### config.mk
export PLATFORM = sky130hd
export DESIGN_NAME = async_fifo_wr_ctrl
export DESIGN_NICKNAME = d
export VERILOG_FILES = /design/src/rtl/async_fifo_wr_ctrl.sv
export SDC_FILE = /design/constraint.sdc
export NUM_CORES = 1
export LEC_CHECK = 0
export BUFFER_PORTS_ARGS = -buffer_cell sky130_fd_sc_hd__buf_2
export CAP_MARGIN = 30
export CORE_ASPECT_RATIO = 0.8
export CORE_MARGIN = 2
export CORE_UTILIZATION = 49
export DETAILED_ROUTE_END_ITERATION = 7
export MAX_ROUTING_LAYER = met4
export PLACE_DENSITY = 0.83
export SETUP_SLACK_MARGIN = 0.5
export SLEW_MARGIN = 20
export SYNTH_ARGS = -nofsm -noshare
export SYNTH_HDL_FRONTEND = slang
export SYNTH_SLANG_ARGS = --single-unit
export TNS_END_PERCENT = 50
### constraint.sdc
create_clock -name wr_clk -period 4 [get_ports wr_clk]
set_clock_uncertainty 0.1 [all_clocks]
set_input_delay 0.4 -clock wr_clk [delete_from_list [all_inputs] [get_ports wr_clk]]
set_output_delay 0.4 -clock wr_clk [all_outputs]
set_load 0.1 [all_outputs]
### src/rtl/async_fifo_wr_ctrl.sv
// async_fifo_wr_ctrl: write-domain controller of the dual-clock FIFO.
// Drives the external RAM write port and publishes a registered Gray write
// pointer to the read domain. The read domain's Gray pointer is brought into
// wr_clk through SYNC_STAGES flops and compared against the next write
// pointer to produce conservative full / almost_full flags.
// Optional build macro: WR_DATA_COUNT_EN adds the wr_data_count output.
module async_fifo_wr_ctrl #(
   parameter int DATA_WIDTH         = 8,
   parameter int ADDR_WIDTH         = 4,
   parameter int SYNC_STAGES        = 2,
   parameter int ALMOST_FULL_THRESH = 14
) (
   input  logic                  wr_clk,
   input  logic                  rst,
   input  logic                  wr_en,
   input  logic [DATA_WIDTH-1:0] din,
   output logic                  full,
   output logic                  almost_full,
   output logic                  wr_ack,
   output logic                  overflow,
   input  logic [ADDR_WIDTH:0]   rd_ptr_gray,
   output logic [ADDR_WIDTH:0]   wr_ptr_gray,
   output logic                  mem_we,
   output logic [ADDR_WIDTH-1:0] mem_waddr,
   output logic [DATA_WIDTH-1:0] mem_wdata
`ifdef WR_DATA_COUNT_EN
   ,
   output logic [ADDR_WIDTH:0]   wr_data_count
`endif
);

   localparam logic [ADDR_WIDTH:0] AF_TH = (ADDR_WIDTH+1)'(ALMOST_FULL_THRESH);

   function automatic logic [ADDR_WIDTH:0] gray2bin(input logic [ADDR_WIDTH:0] g);
      logic [ADDR_WIDTH:0] b;
      b[ADDR_WIDTH] = g[ADDR_WIDTH];
      for (int i = ADDR_WIDTH-1; i >= 0; i--) b[i] = b[i+1] ^ g[i];
      return b;
   endfunction

   logic [ADDR_WIDTH:0]                  wr_bin;
   logic [SYNC_STAGES-1:0][ADDR_WIDTH:0] rq_sync;
   logic [ADDR_WIDTH:0]                  rq_gray, rq_bin;
   logic [ADDR_WIDTH:0]                  next_wr_bin, next_wr_gray;
   logic [ADDR_WIDTH:0]                  full_gray, occ_next;
   logic                                 accept;

   // Full gates acceptance; during reset full is 1 so nothing is written.
   assign accept    = wr_en & ~full;
   assign mem_we    = accept;
   assign mem_waddr = wr_bin[ADDR_WIDTH-1:0];
   assign mem_wdata = din;

   assign rq_gray      = rq_sync[SYNC_STAGES-1];
   assign rq_bin       = gray2bin(rq_gray);
   assign next_wr_bin  = wr_bin + {{ADDR_WIDTH{1'b0}}, accept};
   assign next_wr_gray = next_wr_bin ^ (next_wr_bin >> 1);
   // Full when write is exactly one lap ahead of read: in Gray that is the
   // read pointer with its two MSBs inverted.
   assign full_gray    = {~rq_gray[ADDR_WIDTH:ADDR_WIDTH-1], rq_gray[ADDR_WIDTH-2:0]};
   assign occ_next     = next_wr_bin - rq_bin;

   // Read pointer synchronizer: shift chain, newest sample at index 0.
   always_ff @(posedge wr_clk or posedge rst) begin
      if (rst) rq_sync <= '0;
      else     rq_sync <= {rq_sync[SYNC_STAGES-2:0], rd_ptr_gray};
   end

   // Write pointer in binary and registered Gray form.
   always_ff @(posedge wr_clk or posedge rst) begin
      if (rst) begin
         wr_bin      <= '0;
         wr_ptr_gray <= '0;
      end else begin
         wr_bin      <= next_wr_bin;
         wr_ptr_gray <= next_wr_gray;
      end
   end

   // Status flags, evaluated against the next pointer so the filling write
   // raises full on the same edge.
   always_ff @(posedge wr_clk or posedge rst) begin
      if (rst) begin
         full        <= 1'b1;
         almost_full <= 1'b0;
         wr_ack      <= 1'b0;
         overflow    <= 1'b0;
      end else begin
         full        <= (next_wr_gray == full_gray);
         almost_full <= (occ_next >= AF_TH);
         wr_ack      <= accept;
         overflow    <= wr_en & full;
      end
   end

`ifdef WR_DATA_COUNT_EN
   // Occupancy as seen from the write side, same lag as almost_full.
   always_ff @(posedge wr_clk or posedge rst) begin
      if (rst) wr_data_count <= '0;
      else     wr_data_count <= occ_next;
   end
`endif

endmodule

==> flow_metrics.env, run 1 <==
export IMPL_outcome="completed"
export IMPL_fin_ws_ps=871
export IMPL_grt_pass1_vias=634
export IMPL_criticalPathCategory="register to register"
export IMPL_slew_headroom_pct=54.1
export IMPL_synth_area_mm2=0.00113
export IMPL_grt_overflow_total=0
export IMPL_final_cells=128
export IMPL_grt_max_degree=24
export IMPL_critical_path_arrival_ps=3280
export IMPL_wirelength_um=1680
export IMPL_gp_congestion=0.726
export IMPL_io_pins=38
export IMPL_finalSetupViolations=0
export IMPL_dr_total_vias=654
export IMPL_clk_path_buf_depth=2
export IMPL_die_y_um=46.9
export IMPL_cp_start_kind="register"
export IMPL_crit_chain="nor2b_4 > ha_1 > ha_1 > xnor2_1 > inv_1 > ha_1 > xor2_1 > nor3b_1 > or4b_1 > nand4_1"
export IMPL_num_antenna_cells=0
export IMPL_crit_fanout=8
export IMPL_drc=0
export IMPL_placed_area_mm2=0.00121
export IMPL_die_area_mm2=0.00270
export IMPL_fin_tns_setup_ps=0
export IMPL_tritoncts="built"
export IMPL_track_usage_pct=14.8
export IMPL_cts_buffers=3
export IMPL_core_area_mm2=0.00216
export IMPL_cts_resized=0
export IMPL_synth_seq_cells=23
export IMPL_design_area_mm2=0.00126
export IMPL_area_growth_pct=12.3
export IMPL_slew_viol_final=0
export IMPL_netlist_instances=84
export IMPL_yosysUniqueCellTypes=27
export IMPL_die_w_um=57.6
export IMPL_reg2reg_slack_ps=870
export IMPL_worst_slew_pin_slew_ps=684
export IMPL_drtIter0Drc=12
export IMPL_fmaxAchievable_mhz=320
export IMPL_path_clk_slew_ps=120
export IMPL_antenna_found_initial=0
export IMPL_worstPathRequired_ps=4150
export IMPL_synth_yosys_seq_area_share_pct=51.2
export IMPL_start_util_pct=52.2
export IMPL_dp_slack_ps=825
export IMPL_dp_hpwl_um=1310
export IMPL_cts_sinks=23
export IMPL_crit_top_cell="ha_1"
export IMPL_synth_top_area_share_pct=48.9
export IMPL_fin_crit_sh_pct=78.2
export IMPL_rows=15
export IMPL_period_needed_ps=3130
export IMPL_vias_per_cell=5.11
export IMPL_ys_warnings_count=0
export IMPL_dp_cells=122
export IMPL_io_buffers=21
export IMPL_avgSynthCellArea_um2=13.4
export IMPL_worst_path_max_delay_cell="dfstp_2"
export IMPL_grt_pass1_wl_um=2860
export IMPL_max_cap_violations=0
export IMPL_rsz0062_at_grt="false"
export IMPL_dr_pass1_iters=4
export IMPL_hold_violations=0
export IMPL_fillers=175
export IMPL_synth_area_leader_cell="dfrtp_1"
export IMPL_ant_nets=0
export IMPL_final_nets=127
export IMPL_clk_latency_ps=310
export IMPL_htreeDepth=1
export IMPL_wl_per_cell_um=13.1
export IMPL_critical_path_max_stage_delay_ps=580
export IMPL_syn_num_nets=107
export IMPL_hold_class="primary input to register"
export IMPL_root_buffer="clkbuf_4"
export IMPL_cp_end_kind="register"
export IMPL_drive_gt1_share_pct=30.1
export IMPL_ys_top_cells_by_area="dfrtp_1 (49%), xor2_1 (7.0%), ha_1 (6.7%), buf_4 (5.3%), xnor2_1 (3.1%)"
-- synth_stat cells --
cell     count
mux2i_1      1
nor3b_1      2
nor3_1       1
inv_1        7
and2_1       2
dfrtp_1     22
o31ai_1      2
nand4_1      1
nor2b_1      2
or4_1        1
a21o_1       2
buf_4        8
and3_2       1
ha_1         6
dfstp_2      1
xnor2_1      4
nor4b_1      2
nand3_1      2
xor2_1       9
xnor3_1      1
or4b_1       1
xnor3_4      1
and4b_1      1
xnor3_2      1
xor3_1       1
nor2_1       1
fa_1         1
-- placed cells by master, fill, tap and decap left out, types with 3 or more instances in the layout --
master and n:
inv_1 7, xnor2_1 4, dfrtp_1 22, ha_1 6, xor2_1 9, clkbuf_4 3
buf_2 21
-- critical path: cells and delay by family (launching register included) --
family,cells,cell delay [ps]
flip-flops,1,580
AND/OR/NAND/NOR,4,760
adder cells (fa/ha/maj),3,770
XOR/XNOR,2,720
buffers and inverters,1,140
-- flip-flops by register name, indices dropped and copies added (netlist names) --
register     cells
overflow         1
wr_bin           5
almost_full      1
wr_ack           1
rq_sync          5
rq_gray          5
full             1
wr_ptr_gray      4
-- repair_timing --
action / in CTS / in global routing
hold buffers: 0 / 1
hold endpoints to repair: 0 / 8
setup endpoints to repair: 0 / 0
setup buffers: 0 / 0
-- per-layer routing --
layer | routed length, um | track usage, % | share of wire [%]
met1 | 722 | 19.0 | 43
met2 | 805 | 23.4 | 48
met3 | 154 | 6.34 | 9.2
met4 | 0 | 0.465 | 0
met5 | 0 | - | 0
-- kinds of logic (layout without fill, tap and decap cells) --
family / after synthesis / in the layout / share of synthesized area [%]
buf+inv: 15 / 34 / 7.67
simple gates: 17 / 17 / 10.4
fa+ha+maj: 7 / 7 / 8.44
flops: 23 / 23 / 51.2
xor+xnor: 17 / 17 / 18.7
compound gates: 4 / 4 / 2.67
mux: 1 / 1 / 0.889
-- metrics by stage --
stage               hold slack, ps  util (%)
floorplan                      231         -
global placement               233      56.1
detailed placement             236      56.1
CTS                           72.6      57.4
global route                  54.8      58.6
finish                        89.6      58.6
-- layout make-up --
class                           instances  area [um^2]  area share, %
Clock inverter                          1         7.51          0.593
Sequential cell                        23          577           45.6
Multi-Input combinational cell         46          470           37.2
Inverter                                7         26.3           2.08
Timing Repair Buffer                   23          130           10.3
Clock buffer                            3         22.5           1.78
Tap cell                               25         31.3           2.47
-- worst paths after layout --
| path | start | endpoint | cells after the start |
|---|---|---|---|
| max reg2reg | full$_DFF_PP1_ | almost_full$_DFF_PP0_ | 10 |
| min in group asynchronous | rst | rq_sync[4]$_DFF_PP0_ | 3 |
| min reg2reg | rq_sync[0]$_DFF_PP0_ | rq_gray[0]$_DFF_PP0_ | 0 |
| max in group asynchronous | rst | full$_DFF_PP1_ | 4 |
| max | full$_DFF_PP1_ | almost_full$_DFF_PP0_ | 10 |
| min | rd_ptr_gray[1] | rq_sync[1]$_DFF_PP0_ | 1 |
Power of run 1 is left out: the tool's default activity adds up to more than one toggle a clock period on the data nets, which glitch-free logic cannot reach.
==> run 2, diff against run 1 <==
Clock period 4 ns to 3.18 ns, I/O delays scaled along.
==> flow_metrics.env, run 2 (synthesis results as in run 1) <==
export IMPL_worst_path_max_delay_cell="dfstp_4"
export IMPL_drc=0
export IMPL_worstHoldEndpoint="overflow$_DFF_PP0_"
export IMPL_grt_overflow_total=0
export IMPL_r2r_end="almost_full$_DFF_PP0_"
export IMPL_finalSetupViolations=0
export IMPL_worstPathRequired_ps=3330
export IMPL_final_nets=140
export IMPL_die_y_um=46.9
export IMPL_cp_end_kind="register"
export IMPL_cts_sinks=23
export IMPL_die_w_um=57.6
export IMPL_io_buffers=21
export IMPL_rows=15
export IMPL_critical_path_max_stage_delay_ps=650
export IMPL_ant_nets=0
export IMPL_cts_buffers=3
export IMPL_die_area_mm2=0.00270
export IMPL_drtIter0Drc=12
export IMPL_num_antenna_cells=0
export IMPL_start_util_pct=52.2
export IMPL_cp_start_kind="register"
export IMPL_fmaxAchievable_mhz=371
export IMPL_grt_max_degree=24
export IMPL_crit_top_cell="ha_4"
export IMPL_clk_latency_ps=320
export IMPL_crit_chain="nor2b_4 > ha_4 > ha_4 > inv_1 > fa_2 > xor2_1 > nor3b_1 > or4b_1 > nand4_1"
export IMPL_max_cap_violations=0
export IMPL_antenna_found_initial=0
export IMPL_period_needed_ps=2700
export IMPL_fin_tns_setup_ps=0
export IMPL_dr_total_vias=704
export IMPL_wl_per_cell_um=14.1
export IMPL_tritoncts="built"
export IMPL_drive_gt1_share_pct=44.8
export IMPL_r2r_cells=9
export IMPL_design_area_mm2=0.00150
export IMPL_fin_crit_sh_pct=84.8
export IMPL_grt_pass1_vias=761
export IMPL_track_usage_pct=18.4
export IMPL_hold_depth=2
export IMPL_gp_congestion=0.755
export IMPL_slew_viol_final=0
export IMPL_dr_pass1_iters=4
export IMPL_outcome="completed"
export IMPL_path_clk_slew_ps=120
export IMPL_area_growth_pct=33.0
export IMPL_htreeDepth=1
export IMPL_criticalPathCategory="register to register"
export IMPL_clk_path_buf_depth=2
export IMPL_critical_path_arrival_ps=2850
export IMPL_slew_headroom_pct=67.8
export IMPL_crit_fanout=7
export IMPL_hold_class="primary input to register"
export IMPL_reg2reg_slack_ps=480
export IMPL_core_area_mm2=0.00216
export IMPL_final_cells=141
export IMPL_hold_violations=0
export IMPL_most_common_layout_cells="dfrtp_1 (21), buf_2 (21), buf_4 (8)"
export IMPL_worstReg2RegStart="full$_DFF_PP1_"
export IMPL_vias_per_cell=4.99
export IMPL_dp_hpwl_um=1380
export IMPL_dp_cells=122
export IMPL_rsz0062_at_grt="true"
export IMPL_whs_ps=129
export IMPL_io_pins=38
export IMPL_crit_family="adder cells"
export IMPL_root_buffer="clkbuf_4"
export IMPL_cp_num_buf_inv=1
export IMPL_placed_area_mm2=0.00132
export IMPL_worst_slew_pin_slew_ps=487
export IMPL_wirelength_um=1980
export IMPL_holdCritStartpoint="wr_en"
export IMPL_grt_pass1_wl_um=3360
==> run 2: cell count changes in the layout (fill, tap and decap cells not counted), sizes merged <==
cell / change
dlygate4sd3: +5
clkinv: +1
clkinvlp: -1
buf: +8
==> run 2: repair_timing <==
item,CTS,global route
pin swaps,6,3
hold buffers,5,1
resized for setup,3,0
hold endpoints to repair,5,8
setup buffers,6,2
cloned,0,0
endpoints found under the setup margin,1,1
==> run 2: worst reg2reg max path: stages (launching register included) <==
cell and delay [ps]:
dfstp_4 650, nor2b_4 50, ha_4 180, ha_4 320
inv_1 80, fa_2 400, xor2_1 160, nor3b_1 160
or4b_1 440, nand4_1 100
==> run 2: cell type report <==
| class | instances | area (um^2) |
|---|---|---|
| multi-input cells | 46 | 591 |
| clock inverters | 1 | 5.00 |
| repair buffers | 36 | 240 |
| flip-flops and latches | 23 | 582 |
| fillers | 142 | 661 |
| clock buffers | 3 | 22.5 |
| inverters | 7 | 26.3 |
| well taps | 25 | 31.3 |
==> run 2: per-layer routing <==
layer / vias up / GRT usage, % / part of all wire [%]
met1: 337 / 18.5 / 39
met5: - / - / 0
li1: 337 / - / -
met2: 25 / 33.6 / 52
met3: 5 / 6.06 / 6.1
met4: 0 / 7.44 / 2.0
==> run 2: worst max-delay path by stage <==
stage                                    start               endpoint  slack (ps)  depth (start not counted)
after CTS                 rq_gray[4]$_DFF_PP0_  almost_full$_DFF_PP0_         440                          9
after global placement    rq_gray[2]$_DFF_PP0_  almost_full$_DFF_PP0_         370                          9
final                           full$_DFF_PP1_  almost_full$_DFF_PP0_         480                          9
after floorplan                 full$_DFF_PP1_  almost_full$_DFF_PP0_         120                         10
after global routing      rq_gray[3]$_DFF_PP0_  almost_full$_DFF_PP0_         350                          8
after detailed placement  rq_gray[2]$_DFF_PP0_  almost_full$_DFF_PP0_         260                          9
==> run 2: stage by stage <==
step	utilization (%)	setup slack, ps
floorplan	-	117
global placement	61.3	371
detailed placement	61.3	265
CTS	67.5	436
global route	69.4	353
finish	69.4	484
Power of run 2 is left out for the same reason.
==> run 3, diff against run 2 <==
Clock period 3.18 ns to 2.7 ns, I/O delays scaled along.
==> flow_metrics.env, run 3 (synthesis results as in run 1) <==
export IMPL_dr_total_vias=692
export IMPL_drive_gt1_share_pct=48.7
export IMPL_grt_pass1_wl_um=3300
export IMPL_whs_ps=84.6
export IMPL_track_usage_pct=17.9
export IMPL_grt_max_degree=24
export IMPL_hold_class="primary input to register"
export IMPL_drtIter0Drc=13
export IMPL_core_area_mm2=0.00216
export IMPL_highest_layer="met4"
export IMPL_wl_per_cell_um=14.1
export IMPL_mostFrequentLayoutCell="dfrtp_1"
export IMPL_period_needed_ps=2750
export IMPL_final_nets=141
export IMPL_area_growth_pct=36.3
export IMPL_io_buffers=21
export IMPL_ant_nets=0
export IMPL_cp_end_kind="register"
export IMPL_most_common_layout_cells="dfrtp_1 (22), buf_2 (21), buf_4 (8)"
export IMPL_num_antenna_cells=0
export IMPL_fin_ws_ps=-45.6
export IMPL_die_w_um=57.6
export IMPL_crit_fanout=2
export IMPL_fin_crit_sh_pct=102
export IMPL_drc=0
export IMPL_violations="setup timing"
export IMPL_worstPathRequired_ps=2850
export IMPL_clk_latency_ps=310
export IMPL_dr_wl_met3_um=106
export IMPL_root_buffer="clkbuf_4"
export IMPL_drt_met1_wl_um=808
export IMPL_hold_violations=0
export IMPL_antenna_found_initial=0
export IMPL_clk_path_buf_depth=2
export IMPL_finalSetupViolations=1
export IMPL_dr_pass1_iters=4
export IMPL_cts_sinks=23
export IMPL_cts_buffers=3
export IMPL_vias_per_cell=4.87
export IMPL_slew_viol_final=0
export IMPL_fmaxAchievable_mhz=364
export IMPL_met2_length_um=1070
export IMPL_crit_start="rq_gray[3]$_DFF_PP0_"
export IMPL_rows=15
export IMPL_worst_slew_pin_slew_ps=489
export IMPL_dp_hpwl_um=1470
export IMPL_final_cells=142
export IMPL_dp_cells=128
export IMPL_start_util_pct=52.2
export IMPL_holdCritStartpoint="wr_en"
export IMPL_gp_congestion=0.789
export IMPL_die_area_mm2=0.00270
export IMPL_wirelength_um=2000
export IMPL_rsz0062_at_grt="true"
export IMPL_cp_start_kind="register"
export IMPL_path_clk_slew_ps=120
export IMPL_criticalPathCategory="register to register"
export IMPL_tritoncts="built"
export IMPL_max_cap_violations=0
export IMPL_io_pins=38
export IMPL_die_y_um=46.9
export IMPL_worstReg2RegStart="rq_gray[3]$_DFF_PP0_"
export IMPL_grt_overflow_total=0
export IMPL_fin_tns_setup_ps=-45.6
export IMPL_grt_pass1_vias=745
export IMPL_htreeDepth=1
export IMPL_critical_path_arrival_ps=2900
export IMPL_slew_headroom_pct=67.6
export IMPL_outcome="finished with violations"
## run 3: through the flow
step                      util (%)  area [um^2]  worst slack [ps]
after floorplan                  -         1250              -359
after global placement        63.4         1370              25.8
after detailed placement      63.4         1370             -82.8
after CTS                     68.0         1470             -53.5
after global routing          71.1         1540              -151
final                         71.1         1540             -45.6
## run 3: metal layers
metal	global-route usage [%]	vias to the layer above
li1	-	335
met3	5.23	2
met2	34.1	24
met4	4.65	0
met1	18.4	331
met5	-	-
## run 3: final timing paths
check,end,slack [ps],depth (start not counted)
hold / removal,overflow$_DFF_PP0_,80,2
min in group asynchronous,rq_sync[4]$_DFF_PP0_,360,3
setup reg to reg,almost_full$_DFF_PP0_,-50,9
max in group asynchronous,full$_DFF_PP1_,1630,4
hold reg to reg,rq_gray[2]$_DFF_PP0_,260,0
setup / recovery,almost_full$_DFF_PP0_,-50,9
## run 3: layout make-up
cell class | count | area [um^2]
clock inverter | 1 | 5.00
multi-input combinational | 46 | 618
timing repair buffer | 37 | 251
inverter | 7 | 26.3
fill | 146 | 623
tap | 25 | 31.3
clock buffer | 3 | 22.5
sequential | 23 | 581
## run 3: repair_timing
item,in CTS,in global routing
endpoints found under the hold margin,5,9
gates resized for setup,3,5
cloned,0,0
pin swaps,5,11
hold buffers,5,1
endpoints found under the setup margin,2,2
setup buffers,1,2
## run 3: worst max-delay path, stage by stage, from the launching register on
cell and delay, ps:
dfrtp_1 410, xnor3_2 400, xor2_2 170, xnor2_1 140, ha_2 190, fa_2 390
xor2_2 170, nor3b_2 160, or4b_1 450, nand4_1 110
Power of run 3 is left out for the same reason.
